==> config.mk <==
export PLATFORM = sky130hd
export DESIGN_NAME = rx_deserializer
export DESIGN_NICKNAME = d
export VERILOG_FILES = /design/src/rtl/rx_pkg.sv /design/src/rtl/sync_2ff.sv /design/src/rtl/rx_deserializer.sv
export SDC_FILE = /design/constraint.sdc
export NUM_CORES = 1
export LEC_CHECK = 0
export CAP_MARGIN = 20
export CORE_MARGIN = 2
export CORE_UTILIZATION = 55
export DETAILED_ROUTE_END_ITERATION = 8
export PLACE_DENSITY_LB_ADDON = 0.3
export SLEW_MARGIN = 20
export SYNTH_ARGS = -nofsm -noshare
export SYNTH_HDL_FRONTEND = slang
export SYNTH_HIERARCHICAL = 1
export SYNTH_SLANG_ARGS = --single-unit
==> constraint.sdc <==
create_clock -name i_Pclk -period 2.2 [get_ports i_Pclk]
set_input_delay 0.44 -clock i_Pclk [delete_from_list [all_inputs] [get_ports i_Pclk]]
set_output_delay 0.44 -clock i_Pclk [all_outputs]
set_load 0.005 [all_outputs]
==> src/rtl/rx_pkg.sv <==
// Shared types and constants for the serial receive path.
package rx_pkg;

   typedef enum logic [1:0] {
      ST_IDLE   = 2'd0,
      ST_DATA   = 2'd1,
      ST_PARITY = 2'd2,
      ST_STOP   = 2'd3
   } rx_state_e;

   localparam int unsigned PAR_NONE = 0;
   localparam int unsigned PAR_EVEN = 1;
   localparam int unsigned PAR_ODD  = 2;

   localparam int unsigned CNT_W = 4;

   // True when the received parity bit disagrees with the data XOR for the given mode.
   function automatic logic parity_err(input int unsigned mode,
                                       input logic        data_xor,
                                       input logic        par_bit);
      if (mode == PAR_ODD) return (data_xor == par_bit);
      else                 return (data_xor != par_bit);
   endfunction

endpackage

==> src/rtl/sync_2ff.sv <==
// Two-flop synchroniser for a single asynchronous input bit.
module sync_2ff #(
   parameter logic RST_VAL = 1'b1
) (
   input  logic clk,
   input  logic rst_n,
   input  logic d,
   output logic q
);

   logic meta;

   always_ff @(posedge clk or negedge rst_n) begin
      if (!rst_n) begin
         meta <= RST_VAL;
         q    <= RST_VAL;
      end else begin
         meta <= d;
         q    <= meta;
      end
   end

endmodule

==> src/rtl/rx_deserializer.sv <==
// Strobe-driven serial frame receiver with a single-word holding register.
module rx_deserializer
   import rx_pkg::*;
#(
   parameter int unsigned DATA_BITS = 8,
   parameter int unsigned PARITY    = 0,
   parameter int unsigned STOP_BITS = 1,
   parameter int unsigned LSB_FIRST = 1
) (
   input  logic                 i_Pclk,
   input  logic                 i_Rst_n,
   input  logic                 i_Bclk_En,
   input  logic                 i_Enable,
   input  logic                 i_Rx_Serial,
   output logic [DATA_BITS-1:0] o_Data,
   output logic                 o_Valid,
   input  logic                 i_Ready,
   output logic                 o_Parity_Err,
   output logic                 o_Frame_Err,
   output logic                 o_Overrun,
   output logic                 o_Busy
);

   if (DATA_BITS < 5 || DATA_BITS > 9) begin : g_bad_data_bits
      $fatal(1, "rx_deserializer: DATA_BITS must be 5..9");
   end
   if (PARITY > PAR_ODD) begin : g_bad_parity
      $fatal(1, "rx_deserializer: PARITY must be 0, 1 or 2");
   end
   if (STOP_BITS < 1 || STOP_BITS > 2) begin : g_bad_stop_bits
      $fatal(1, "rx_deserializer: STOP_BITS must be 1 or 2");
   end

   localparam logic [CNT_W-1:0] LAST_BIT  = CNT_W'(DATA_BITS - 1);
   localparam logic             LAST_STOP = (STOP_BITS == 2);

   logic                 rx_s;
   rx_state_e            state, state_nxt;
   logic [CNT_W-1:0]     bit_cnt, bit_cnt_nxt;
   logic [CNT_W-1:0]     wr_idx_c;
   logic [DATA_BITS-1:0] shift_q, shift_nxt;
   logic                 xor_q, xor_nxt;
   logic                 perr_q, perr_nxt;
   logic                 stop_q, stop_nxt;
   logic                 done_c, ferr_c;
   logic                 accept_c;

   sync_2ff #(.RST_VAL(1'b1)) u_sync (
      .clk   (i_Pclk),
      .rst_n (i_Rst_n),
      .d     (i_Rx_Serial),
      .q     (rx_s)
   );

   assign accept_c = o_Valid & i_Ready;
   assign wr_idx_c = (LSB_FIRST != 0) ? bit_cnt : (LAST_BIT - bit_cnt);

   // Frame sequencing; a dropped enable overrides any strobe in the same cycle.
   always_comb begin
      state_nxt   = state;
      bit_cnt_nxt = bit_cnt;
      shift_nxt   = shift_q;
      xor_nxt     = xor_q;
      perr_nxt    = perr_q;
      stop_nxt    = stop_q;
      done_c      = 1'b0;
      ferr_c      = 1'b0;

      if (state != ST_IDLE && !i_Enable) begin
         state_nxt = ST_IDLE;
      end else if (i_Bclk_En) begin
         case (state)
            ST_IDLE: begin
               if (i_Enable && !rx_s) begin
                  state_nxt   = ST_DATA;
                  bit_cnt_nxt = '0;
                  shift_nxt   = '0;
                  xor_nxt     = 1'b0;
                  perr_nxt    = 1'b0;
                  stop_nxt    = 1'b0;
               end
            end
            ST_DATA: begin
               for (int unsigned i = 0; i < DATA_BITS; i++) begin
                  if (wr_idx_c == CNT_W'(i)) shift_nxt[i] = rx_s;
               end
               xor_nxt = xor_q ^ rx_s;
               if (bit_cnt == LAST_BIT) begin
                  state_nxt = (PARITY != PAR_NONE) ? ST_PARITY : ST_STOP;
               end else begin
                  bit_cnt_nxt = bit_cnt + 1'b1;
               end
            end
            ST_PARITY: begin
               perr_nxt  = parity_err(PARITY, xor_q, rx_s);
               state_nxt = ST_STOP;
            end
            ST_STOP: begin
               if (!rx_s) begin
                  done_c    = 1'b1;
                  ferr_c    = 1'b1;
                  state_nxt = ST_IDLE;
               end else if (stop_q == LAST_STOP) begin
                  done_c    = 1'b1;
                  state_nxt = ST_IDLE;
               end else begin
                  stop_nxt = 1'b1;
               end
            end
            default: state_nxt = ST_IDLE;
         endcase
      end
   end

   // State registers and the holding register with overrun tracking.
   always_ff @(posedge i_Pclk or negedge i_Rst_n) begin
      if (!i_Rst_n) begin
         state        <= ST_IDLE;
         bit_cnt      <= '0;
         shift_q      <= '0;
         xor_q        <= 1'b0;
         perr_q       <= 1'b0;
         stop_q       <= 1'b0;
         o_Data       <= '0;
         o_Valid      <= 1'b0;
         o_Parity_Err <= 1'b0;
         o_Frame_Err  <= 1'b0;
         o_Overrun    <= 1'b0;
         o_Busy       <= 1'b0;
      end else begin
         state   <= state_nxt;
         bit_cnt <= bit_cnt_nxt;
         shift_q <= shift_nxt;
         xor_q   <= xor_nxt;
         perr_q  <= perr_nxt;
         stop_q  <= stop_nxt;
         o_Busy  <= (state_nxt != ST_IDLE);

         if (accept_c) begin
            o_Valid   <= 1'b0;
            o_Overrun <= 1'b0;
         end
         if (done_c) begin
            if (!o_Valid || accept_c) begin
               o_Data       <= shift_q;
               o_Parity_Err <= perr_q;
               o_Frame_Err  <= ferr_c;
               o_Valid      <= 1'b1;
            end else begin
               o_Overrun <= 1'b1;
            end
         end
      end
   end

endmodule

==> impl_metrics.yaml <==
min_path:
  hold_path_class: "reg2reg"
clock_network:
  post_cts_buffers: 0
  htree_levels: 2
  clock-sinks: 31
  cts_root_buf: "clkbuf_4"
  cts_buffer_depth: 2
  insertion_delay_ns: 0.33
  ctsResizeCount: 0
  cts_made_buffers: 5
  clk_pin_slew_ns: 0.10
  ctsHoldBuffers: 0
  cts_tree: "done"
timing:
  skew_ns: 0.0115
  maxSlewViolCount: 0
  setup_violations: 0
  setup_slack_ns: 0.247
  hold_viol: 0
  rsz0062_at_grt: "false"
  post-route-period-util_pct: 88.8
  min_period_ns: 1.95
  relSlewSlack_pct: 65.5
  max_freq_ghz: 0.512
  fin_tns_setup_ns: 0
  worst_pin_slew_ns: 0.517
global_route:
  grt_max_degree: 32
  grt_pass1_vias: 1265
  grt_pass1_wl_microns: 5740
  track_usage_pct: 21.8
  grt_overflow_total: 0
  antenna_found_initial: 0
routing:
  drc: 0
  dr.pass1.iters: 4
  wl_microns: 3300
  routedWlPerCell_microns: 16.5
  vias: 1247
  drt-initial-drc-count: 55
  vias_per_cell: 6.24
  drtAntennaViolNets: 0
logic_synthesis:
  yosysWarnings: 6
  yosys.area.top_type_share_pct: 42.2
  synth_area_leader_cell: "dfrtp_1"
  netlist_top_cells_area: "dfrtp_1 42%, mux2_4 7.9%, ha_1 5.8%, o2111ai_1 3.6%, dfstp_2 3.1%"
  synth_common_cells: "29 x dfrtp_1, 9 x mux2_4, 8 x ha_1"
  yosysMostFrequentCell: "dfrtp_1"
  syn_avg_cell_area_sq_um: 11.8
  synth_edf_count: 0
  yosysSeqAreaShare_pct: 45.3
  synth_nets: 159
  async_flop_share_pct: 100
  yosys_most_used_dff: "dfrtp_1"
  syn-instance-count: 145
  synthDistinctLibCells: 46
  synth_area_sq_mm: 0.00172
  ys_ff_latch: 31
finish:
  syn_to_final_growth_pct: 15.9
  finalInstanceArea_sq_mm: 0.00199
  layout.nets: 180
  drive_gt1_share_pct: 18.0
  diodes: 0
floorplan:
  ios: 19
  core_sq_mm: 0.00300
  die-area_sq_mm: 0.00359
  start_util_pct: 57.2
  die_h_microns: 59.9
  rows: 20
  die_x_microns: 59.9
worst_setup_path:
  ff2ff_setup_slack_ns: 0.25
  reg2reg_depth: 6
  critPathKind: "reg2reg"
  rr_startpoint: "state[1]$_DFF_PN0_"
  path_max_fanout: 11
  r2r_end: "o_Data[4]$_DFFE_PN0P_"
  end_kind: "register"
  crit_end: "o_Data[4]$_DFFE_PN0P_"
  critPathRequiredTime_ns: 2.41
  crit_path_start: "state[1]$_DFF_PN0_"
  arrival_ns: 2.17
  worst_setup_path_start_kind: "register"
place:
  place_area_sq_mm: 0.00192
  place_ws_ns: 0.0863
  gp_congestion: 0.903
  hpwl_microns: 2420
  io_buffers: 18
power:
  powerDensity_mw_per_mm2: 990
  ir_drop_v: 0.000577
  leakage_nw: 0.888
job:
  cap_violations: 0
run_status:
  status: "finished clean"
## cell families (layout without fill, tap and decap cells)
logic type	after synthesis	after routing	share of synthesized area [%]
buf+inv	17	39	5.68
fa+ha+maj	8	8	5.83
mux	11	11	9.03
flops	31	31	45.3
simple gates	40	40	16.1
compound gates	38	38	18.1
## worst min-delay path by stage
stage	start	end	slack (ns)	cells past startpoint
after floorplan	i_Rst_n	bit_cnt[0]$_DFFE_PN0P_	0.14	0
after global placement	u_sync/meta$_DFF_PN1_	u_sync/q$_DFF_PN1_	0.35	0
after detailed placement	u_sync/meta$_DFF_PN1_	u_sync/q$_DFF_PN1_	0.35	0
after CTS	u_sync/meta$_DFF_PN1_	u_sync/q$_DFF_PN1_	0.37	0
after global routing	u_sync/meta$_DFF_PN1_	u_sync/q$_DFF_PN1_	0.38	0
final	u_sync/meta$_DFF_PN1_	u_sync/q$_DFF_PN1_	0.38	0
## per-stage QoR
stage | hold slack, ns | power (mW) | cells | util, %
2_1_floorplan | 0.144 | 1.38 | 145 | -
3_3_place_gp | 0.347 | 1.56 | 192 | 64.0
3_5_place_dp | 0.349 | 1.60 | 192 | 64.0
4_1_cts | 0.372 | 1.98 | 200 | 66.3
5_1_grt | 0.377 | 2.10 | 200 | 66.3
6_report | 0.377 | 1.97 | 200 | 66.3
## area by class of cell
| type | count | area (sq um) |
|---|---|---|
| flip-flops and latches | 31 | 778 |
| repair buffers | 23 | 230 |
| well taps | 33 | 41.3 |
| multi-input cells | 97 | 842 |
| fillers | 244 | 1010 |
| inverters | 8 | 30.0 |
| clock buffers | 8 | 68.8 |
## power breakdown
group | leakage [nW] | internal [mW] | switching [mW] | total, mW
Combinational | 0.440 | 0.363 | 0.394 | 0.756
Clock | 0.0386 | 0.188 | 0.191 | 0.379
Sequential | 0.409 | 0.682 | 0.153 | 0.834
Total | 0.888 | 1.23 | 0.738 | 1.97
## routing by layer
layer  up-vias  wire length (microns)  GRT usage (%)
met5         -                      0              0
met4         0                     55           10.2
met3         8                    147           6.93
met2        32                   1590           34.9
met1       617                   1510           26.7
li1        590                      -              -
## worst max-delay path: stages (launching register included)
cell	delay (ns)
dfrtp_1	0.45
inv_1	0.11
ha_1	0.37
o211a_1	0.26
o21a_1	0.19
buf_12	0.15
mux2_4	0.30
## registers in the layout (all words and copies together) (netlist names)
signal,flops
u_sync/q,1
bit_cnt,4
o_Busy,1
o_Data,8
shift_q,8
o_Overrun,1
o_Frame_Err,1
o_Parity_Err,1
xor_q,1
u_sync/meta,1
state,2
perr_q,1
o_Valid,1
## cell usage in the layout (no fill, tap or decap), drive strengths merged, types with 3 or more instances in the layout
cell and count:
o2111ai 7, inv 7, a22o 8, buf 5
dfrtp 29, clkdlybuf4s50 18, nand3 7, nor3b 4
ha 8, and3b 4, o211ai 3, mux2 9
nand2 5, o31ai 5, nor2 4, clkbuf 8
No activity file was read; power rests on OpenSTA's default activity.
